$ cat src/rtl/cube_root.sv
// ---------------------------------------------------------------------------
// cube_root -- sequential integer cube root, one result bit per clock.
//
// Computes root = floor(cbrt(x)) and rem = x - root^3 for a 32-bit unsigned
// radicand. The root is resolved MSB first. After the accept edge there are
// 11 CALC edges (bit 10 down to bit 0), so out_valid is high after the 11th
// edge following the accept. One result every 13 cycles at best:
// accept + 11 CALC + 1 output handshake.
//
// Optional feature macro: CUBE_ROOT_REM_EN
//   defined   : rem = x - root^3 is computed and registered.
//   undefined : rem is tied to 0. No remainder subtractor and no remainder
//               register are built.
//
// Ports
//   clk        in   1  clock, rising edge
//   rst        in   1  asynchronous active-high reset
//   in_valid   in   1  operand x is valid
//   in_ready   out  1  block accepts an operand (IDLE only)
//   x          in  32  unsigned radicand
//   out_valid  out  1  root/rem valid (DONE only)
//   out_ready  in   1  consumer accepts the result
//   root       out 11  floor(cbrt(x))
//   rem        out 32  x - root^3 (0 when CUBE_ROOT_REM_EN is undefined)
// ---------------------------------------------------------------------------
module cube_root (
  input  logic        clk,
  input  logic        rst,
  input  logic        in_valid,
  output logic        in_ready,
  input  logic [31:0] x,
  output logic        out_valid,
  input  logic        out_ready,
  output logic [10:0] root,
  output logic [31:0] rem
);

  typedef enum logic [1:0] {
    IDLE = 2'd0,
    CALC = 2'd1,
    DONE = 2'd2
  } state_t;

  state_t      r_state;
  state_t      w_state_next;

  logic [31:0] r_x;      // latched radicand
  logic [10:0] r_r;      // partial root
  logic [3:0]  r_i;      // bit index being resolved
  logic [10:0] r_root;

  logic [10:0] w_trial;
  logic [33:0] w_trial_wide;
  logic [33:0] w_trial_cube;
  logic        w_take;
  logic [10:0] w_r_next;

  // Candidate root with the current bit set. The cube is formed at 34 bits
  // because 2047^3 does not fit in 32 bits. The radicand is zero-extended,
  // so the comparison is unsigned.
  assign w_trial      = r_r | (11'd1 << r_i);
  assign w_trial_wide = {23'd0, w_trial};
  assign w_trial_cube = w_trial_wide * w_trial_wide * w_trial_wide;
  assign w_take       = (w_trial_cube <= {2'b00, r_x});
  assign w_r_next     = w_take ? w_trial : r_r;

  // State register
  always_ff @(posedge clk or posedge rst) begin
    if (rst) begin
      r_state <= IDLE;
    end else begin
      r_state <= w_state_next;
    end
  end

  // Next state and handshake outputs
  always_comb begin
    w_state_next = r_state;
    in_ready     = 1'b0;
    out_valid    = 1'b0;
    case (r_state)
      IDLE: begin
        in_ready = 1'b1;
        if (in_valid) begin
          w_state_next = CALC;
        end
      end
      CALC: begin
        if (r_i == 4'd0) begin
          w_state_next = DONE;
        end
      end
      DONE: begin
        out_valid = 1'b1;
        if (out_ready) begin
          w_state_next = IDLE;
        end
      end
      default: begin
        w_state_next = IDLE;
      end
    endcase
  end

  // Root datapath
  always_ff @(posedge clk or posedge rst) begin
    if (rst) begin
      r_x    <= 32'd0;
      r_r    <= 11'd0;
      r_i    <= 4'd0;
      r_root <= 11'd0;
    end else begin
      case (r_state)
        IDLE: begin
          if (in_valid) begin
            r_x <= x;
            r_r <= 11'd0;
            r_i <= 4'd10;
          end
        end
        CALC: begin
          r_r <= w_r_next;
          if (r_i != 4'd0) begin
            r_i <= r_i - 4'd1;
          end else begin
            // The last bit decision is folded straight into the output.
            r_root <= w_r_next;
          end
        end
        default: begin
        end
      endcase
    end
  end

  assign root = r_root;

`ifdef CUBE_ROOT_REM_EN
  logic [31:0] r_rem;
  logic [31:0] w_r_wide;
  logic [31:0] w_rem;

  // The final root satisfies root^3 <= x < 2^32, so 32-bit arithmetic is
  // exact here.
  assign w_r_wide = {21'd0, w_r_next};
  assign w_rem    = r_x - (w_r_wide * w_r_wide * w_r_wide);

  always_ff @(posedge clk or posedge rst) begin
    if (rst) begin
      r_rem <= 32'd0;
    end else if (r_state == CALC && r_i == 4'd0) begin
      r_rem <= w_rem;
    end
  end

  assign rem = r_rem;
`else
  assign rem = 32'd0;
`endif

endmodule

$ cat config.mk
export PLATFORM = sky130hd
export DESIGN_NAME = cube_root
export DESIGN_NICKNAME = d
export VERILOG_FILES = /design/src/rtl/cube_root.sv
export SDC_FILE = /design/constraint.sdc
export NUM_CORES = 1
export LEC_CHECK = 0
export CAP_MARGIN = 20
export CORE_AREA = 4 4 239 241
export DETAILED_ROUTE_END_ITERATION = 6
export DIE_AREA = 0 0 243 245
export SLEW_MARGIN = 20
export SYNTH_ARGS = -nofsm -noshare
export SYNTH_HDL_FRONTEND = slang
export SYNTH_SLANG_ARGS = --single-unit
$ cat constraint.sdc
create_clock -name clk -period 15.9 [get_ports clk]
set_input_delay 3.18 -clock clk [delete_from_list [all_inputs] [get_ports clk]]
set_output_delay 3.18 -clock clk [all_outputs]
set_load 0.05 [all_outputs]
==> results.cfg, run 1 <==
[timing]
rsz0062_at_grt = false
period_needed_ns = 13.97
final_max_slew_viol_count = 0
finalCritPeriodShare_pct = 87.9
fmax_ghz = 0.0716
setup_violations = 0
tns_ns = 0
worst_clock_skew_ns = 0.00936
max_slew.worst_pin.slew_ns = 1.02
slew_headroom_pct = 32.3
hold_violations = 0

[cells_and_area]
area_growth_syn_to_layout_pct = 10.9
layout-drive-gt1-share_pct = 3.74
nets = 2026
antenna_cells = 0

[placed_design]
hpwl_um = 27800
place.gp.congestion = 0.874
port_buffers = 48

[floorplan]
io_pins = 81
die_area_um2 = 59500
die_height_um = 245
rows = 86
start_util_pct = 24.9
core_region_area_um2 = 54900
die_w_um = 243

[drt]
ant_nets = 0
first_pass_iters = 6
num_vias = 10500
wirelength_um = 34600
drt_iter0_markers = 641
via_per_inst = 4.57
drc = 0
wl_per_cell_um = 15.0

[yosys]
synth_top_area_share_pct = 33.4
async_reset_ff_share_pct = 100
ys_seq_elements = 60
synth_top_area_cell = fa_1
synthMuxAreaShare_pct = 0.742
synth_area_um2 = 13700
syn_avg_cell_area_um2 = 8.66
synth_top_family_by_area = adder cells
synthAdderAreaFrac_pct = 48.3
synth-simple-area-share_pct = 14.3
synth_most_common_cell = inv_1
synth-edff-count = 0
ys_seq_area_share_pct = 11.0
synth_cell_types = 58
synth_xor_xnor_area_share_pct = 4.17
synthTopCellsByArea = fa_1 33%, ha_1 15%, dfrtp_1 11%
synthTopCellsByCount = 294 x inv_1, 228 x fa_1, 190 x nor2_1
synthFlopType = dfrtp_1
synth_compound_area_share_pct = 10.1
yosys_warnings = 0
synthesis.instances = 1576

[global_route]
grt_use_met2_pct = 20.0
grt_usage_pct = 11.7
grt_pass1_wl_um = 56800
grt_antenna_before_repair = 0
grt_remaining_overflow = 0
use_met1_pct = 15.4
use_met3_pct = 2.06
grt_max_degree = 66
top_usage_layer = met2
grt_pass1_vias = 10900

[worst_setup_path]
max_stage_delay_ns = 0.80
cpMostUsedCell = fa_1
r2r_slack_ns = 1.93
required_ns = 16.15
path_max_fanout = 20
cp-start-kind = flop
crit_slowest_cell = xor2_1
cp.arrival_ns = 14.22
worstSetupEndpointType = flop
path_class = reg -> reg

[clock_network]
cts_tree = done
clock_sinks = 60
clockBufferDepth = 2
clock_latency_ns = 0.33
cts_setup_buffers = 0
cts_max_level = 3
ctsHoldBuffers = 0
cts_root_buf = clkbuf_16
cts_buffers = 9
cts_resized = 0
clkTransAtPathRegs_ns = 0.05

[status]
status = finished clean

[hold_path]
worst_hold_path_type = reg -> reg

[flow_run]
cap_violations = 0
[layout by cell type (no fill, tap or decap), types with 3 or more instances in the layout]
| cell | instances |
|---|---|
| clkdlybuf4s50_1 | 48 |
| a31oi_1 | 6 |
| o21ai_0 | 60 |
| mux2_2 | 9 |
| a211oi_1 | 4 |
| clkbuf_16 | 9 |
| xnor2_1 | 42 |
| nor3_1 | 9 |
| and3_1 | 4 |
| a211o_1 | 3 |
| nand2_1 | 174 |
| o21a_1 | 9 |
| and2_1 | 13 |
| a21oi_1 | 51 |
| dfrtp_1 | 60 |
| o21bai_1 | 5 |
| fa_1 | 228 |
| nand4_1 | 8 |
| nand3_1 | 9 |
| buf_4 | 19 |
| nand2b_1 | 32 |
| o211a_1 | 3 |
| a21o_1 | 27 |
| nor2_1 | 190 |
| xor2_1 | 18 |
| o21ai_1 | 13 |
| nor4_1 | 4 |
| ha_1 | 162 |
| a21oi_2 | 4 |
| inv_1 | 293 |
| conb_1 | 33 |
| o211ai_1 | 6 |
| nor2b_1 | 12 |
[layer usage]
metal | routed length, um | part of all wire, %
met1 | 14700 | 42
met2 | 17200 | 50
met3 | 1940 | 5.6
met5 | 0 | 0
met4 | 753 | 2.2
[path summary, 6_finish.rpt]
path                       startpoint      end  cells after the start
min reg2reg                    r_x[0]   r_x[0]                      2
max reg2reg                    r_i[1]   r_r[1]                     46
max                            r_i[1]   r_r[1]                     46
min                            r_x[0]   r_x[0]                      2
max in group asynchronous         rst   r_x[5]                      3
min in group asynchronous         rst  r_x[27]                      3
[sequential cells by signal, indices dropped and copies added, names as in the netlist]
name,flops
r_x,32
r_r,11
root,11
r_i,4
r_state,2
[through the flow]
step	hold slack (ns)	utilization, %	setup slack, ns	cells	instance area [um^2]
floorplan	0.452	-	3.95	1608	13800
global placement	0.475	27.0	2.56	2293	14800
detailed placement	0.479	27.0	2.09	2293	14800
CTS	0.491	27.6	2.04	2309	15100
global route	0.523	27.6	1.16	2309	15100
finish	0.490	27.6	1.93	2309	15100
[cell type report]
type	instances	area (um^2)
inverter	294	1100
clock buffer	12	256
fill	5885	39700
clock inverter	4	47.5
sequential	60	1500
timing repair buffer	67	623
multi-input combinational	1168	10700
tap	704	881
[critical path, delay by kind of cell (launching register included)]
kind                     cells  cell delay [ns]
AND/OR/NAND/NOR              6             1.37
buffers and inverters        7             1.02
adder cells (fa/ha/maj)     14             6.13
AO/OA/AOI/OAI               17             3.94
XOR/XNOR                     2             0.97
flip-flops                   1             0.43
[logic make-up after synthesis]
| logic type | Yosys count |
|---|---|
| AOI/OAI and AO/OA | 214 |
| DFF | 60 |
| adders and majority gates | 390 |
| muxes | 9 |
| buffers and inverters | 380 |
| other | 1 |
| and+or+nand+nor | 460 |
| xor gates and xnor gates | 62 |
Power of run 1 is not shown: default switching activity piles up to over one toggle a cycle in this logic, so the estimate is an artifact.
==> inputs of run 2 (changes only) <==
--- a/config.mk
+++ b/config.mk
@@ -9,6 +9,7 @@
 export CORE_AREA = 4 4 239 241
 export DETAILED_ROUTE_END_ITERATION = 6
 export DIE_AREA = 0 0 243 245
+export GPL_ROUTABILITY_DRIVEN = 0
 export SLEW_MARGIN = 20
 export SYNTH_ARGS = -nofsm -noshare
 export SYNTH_HDL_FRONTEND = slang
==> run 2 against run 1 <==
Compared with the run above: setup slack better by 0.18 ns; first-iteration DRC count fell by 5.9%; clock skew down 0.0018 ns; critical path type unchanged; highest routed layer unchanged.
==> results.cfg, run 2 (synthesized netlist as in run 1, its figures left out) <==
[global_route]
grt_pass1_vias = 11000
grt_antenna_before_repair = 0
grt_usage_pct = 11.8
grt_max_degree = 66
grt_remaining_overflow = 0
grt_pass1_wl_um = 57200

[drt]
via_per_inst = 4.54
drt_iter0_markers = 603
ant_nets = 0
wl_per_cell_um = 15.1
wirelength_um = 35000
first_pass_iters = 5
num_vias = 10500
drc = 0

[cells_and_area]
antenna_cells = 0
design_area_um2 = 15200
largest_reg_flops = 32
layout-drive-gt1-share_pct = 3.92
finalNonFillerCells = 2311
layout_common_cells = 293 x inv_1, 228 x fa_1, 190 x nor2_1, 174 x nand2_1, 162 x ha_1
nets = 2028
area_growth_syn_to_layout_pct = 11.2
final_common_cell = inv_1
regArea_um2 = 1500
top_register = r_x
nFillCells = 5845
multiInputGateArea_um2 = 10700

[floorplan]
die_area_um2 = 59500
core_region_area_um2 = 54900
io_pins = 81
die_height_um = 245
die_w_um = 243
start_util_pct = 24.9
rows = 86

[worst_setup_path]
worstSetupEndpointType = flop
cpMostUsedCell = fa_1
max_stage_delay_ns = 0.78
cp-start-kind = flop
path_max_fanout = 20
required_ns = 16.16
cp.arrival_ns = 14.05
path_class = reg -> reg
crit_slowest_cell = xor2_1

[timing]
finalCritPeriodShare_pct = 86.7
tns_ns = 0
max_slew.worst_pin.slew_ns = 1.04
period_needed_ns = 13.79
setup_violations = 0
slew_headroom_pct = 30.6
fin_ws_ns = 2.11
hold_violations = 0
fmax_ghz = 0.0725
worst_clock_skew_ns = 0.00755
final_max_slew_viol_count = 0
rsz0062_at_grt = false

[clock_network]
cts_resized = 0
clkTransAtPathRegs_ns = 0.06
ctsHoldBuffers = 0
clock_sinks = 60
cts_setup_buffers = 0
clockBufferDepth = 2
cts_root_buf = clkbuf_16
clock_latency_ns = 0.33
cts_buffers = 9
cts_max_level = 3
cts_tree = done

[flow_run]
cap_violations = 0

[placed_design]
placed_cells = 2295
port_buffers = 48
place_ws_ns = 2.23
hpwl_um = 28200
dpl_cell_area_um2 = 14900

[hold_path]
worst_hold_path_type = reg -> reg

[status]
status = finished clean
==> run 2: cell count changes in the layout (fill, tap and decap cells not counted) <==
cell and delta:
clkinv_4 +2, clkinv_2 -1, clkbuf_8 -2, inv_6 +1, bufinv_16 +1, clkbuf_1 -1
buf_4 +2
==> run 2: worst max-delay path: cells and delay by family (launching register included) <==
kind	cells	cell delay, ns
adder cells (fa/ha/maj)	14	6.08
AO/OA/AOI/OAI	17	3.84
AND/OR/NAND/NOR	6	1.34
buffers and inverters	7	1.04
XOR/XNOR	2	0.95
flip-flops	1	0.43
==> run 2: stage by stage <==
stage | utilization (%) | hold WS, ns
final | 27.7 | 0.487
after global routing | 27.7 | 0.520
after CTS | 27.7 | 0.488
after detailed placement | 27.1 | 0.476
after global placement | 27.1 | 0.468
after floorplan | - | 0.452
==> run 2: final timing paths <==
check / start / to / slack [ns] / depth (start not counted)
setup / recovery: r_i[1] / r_r[2] / 2.11 / 46
hold / removal: r_x[0] / r_x[0] / 0.49 / 2
setup reg to reg: r_i[1] / r_r[2] / 2.11 / 46
hold reg to reg: r_x[0] / r_x[0] / 0.49 / 2
max in group asynchronous: rst / r_x[8] / 11.97 / 3
min in group asynchronous: rst / r_x[28] / 3.38 / 3
==> run 2: layout make-up <==
cell class                      count  area share [%]
Clock buffer                        9            1.48
Clock inverter                      7           0.651
Inverter                          294            7.27
Multi-Input combinational cell   1168            70.7
Sequential cell                    60            9.89
Tap cell                          704            5.80
Timing Repair Buffer               69            4.20
==> run 2: metal layers <==
| layer | track usage, % | share of wire [%] | vias up |
|---|---|---|---|
| met5 | 0 | 0 | - |
| met4 | 2.46 | 2.1 | 0 |
| met3 | 2.43 | 6.0 | 53 |
| met2 | 20.5 | 50 | 287 |
| met1 | 15.2 | 42 | 5285 |
| li1 | - | - | 4872 |
Power of run 2 is left out for the same reason.
==> inputs of run 3 (changes only) <==
--- a/config.mk
+++ b/config.mk
@@ -10,6 +10,7 @@
 export DETAILED_ROUTE_END_ITERATION = 6
 export DIE_AREA = 0 0 243 245
 export GPL_ROUTABILITY_DRIVEN = 0
+export SETUP_SLACK_MARGIN = 0.5
 export SLEW_MARGIN = 20
 export SYNTH_ARGS = -nofsm -noshare
 export SYNTH_HDL_FRONTEND = slang
==> results of run 3 <==
The final DEF is identical to that of run 2; final timing and power are the same.
Power of run 3 is left out for the same reason.
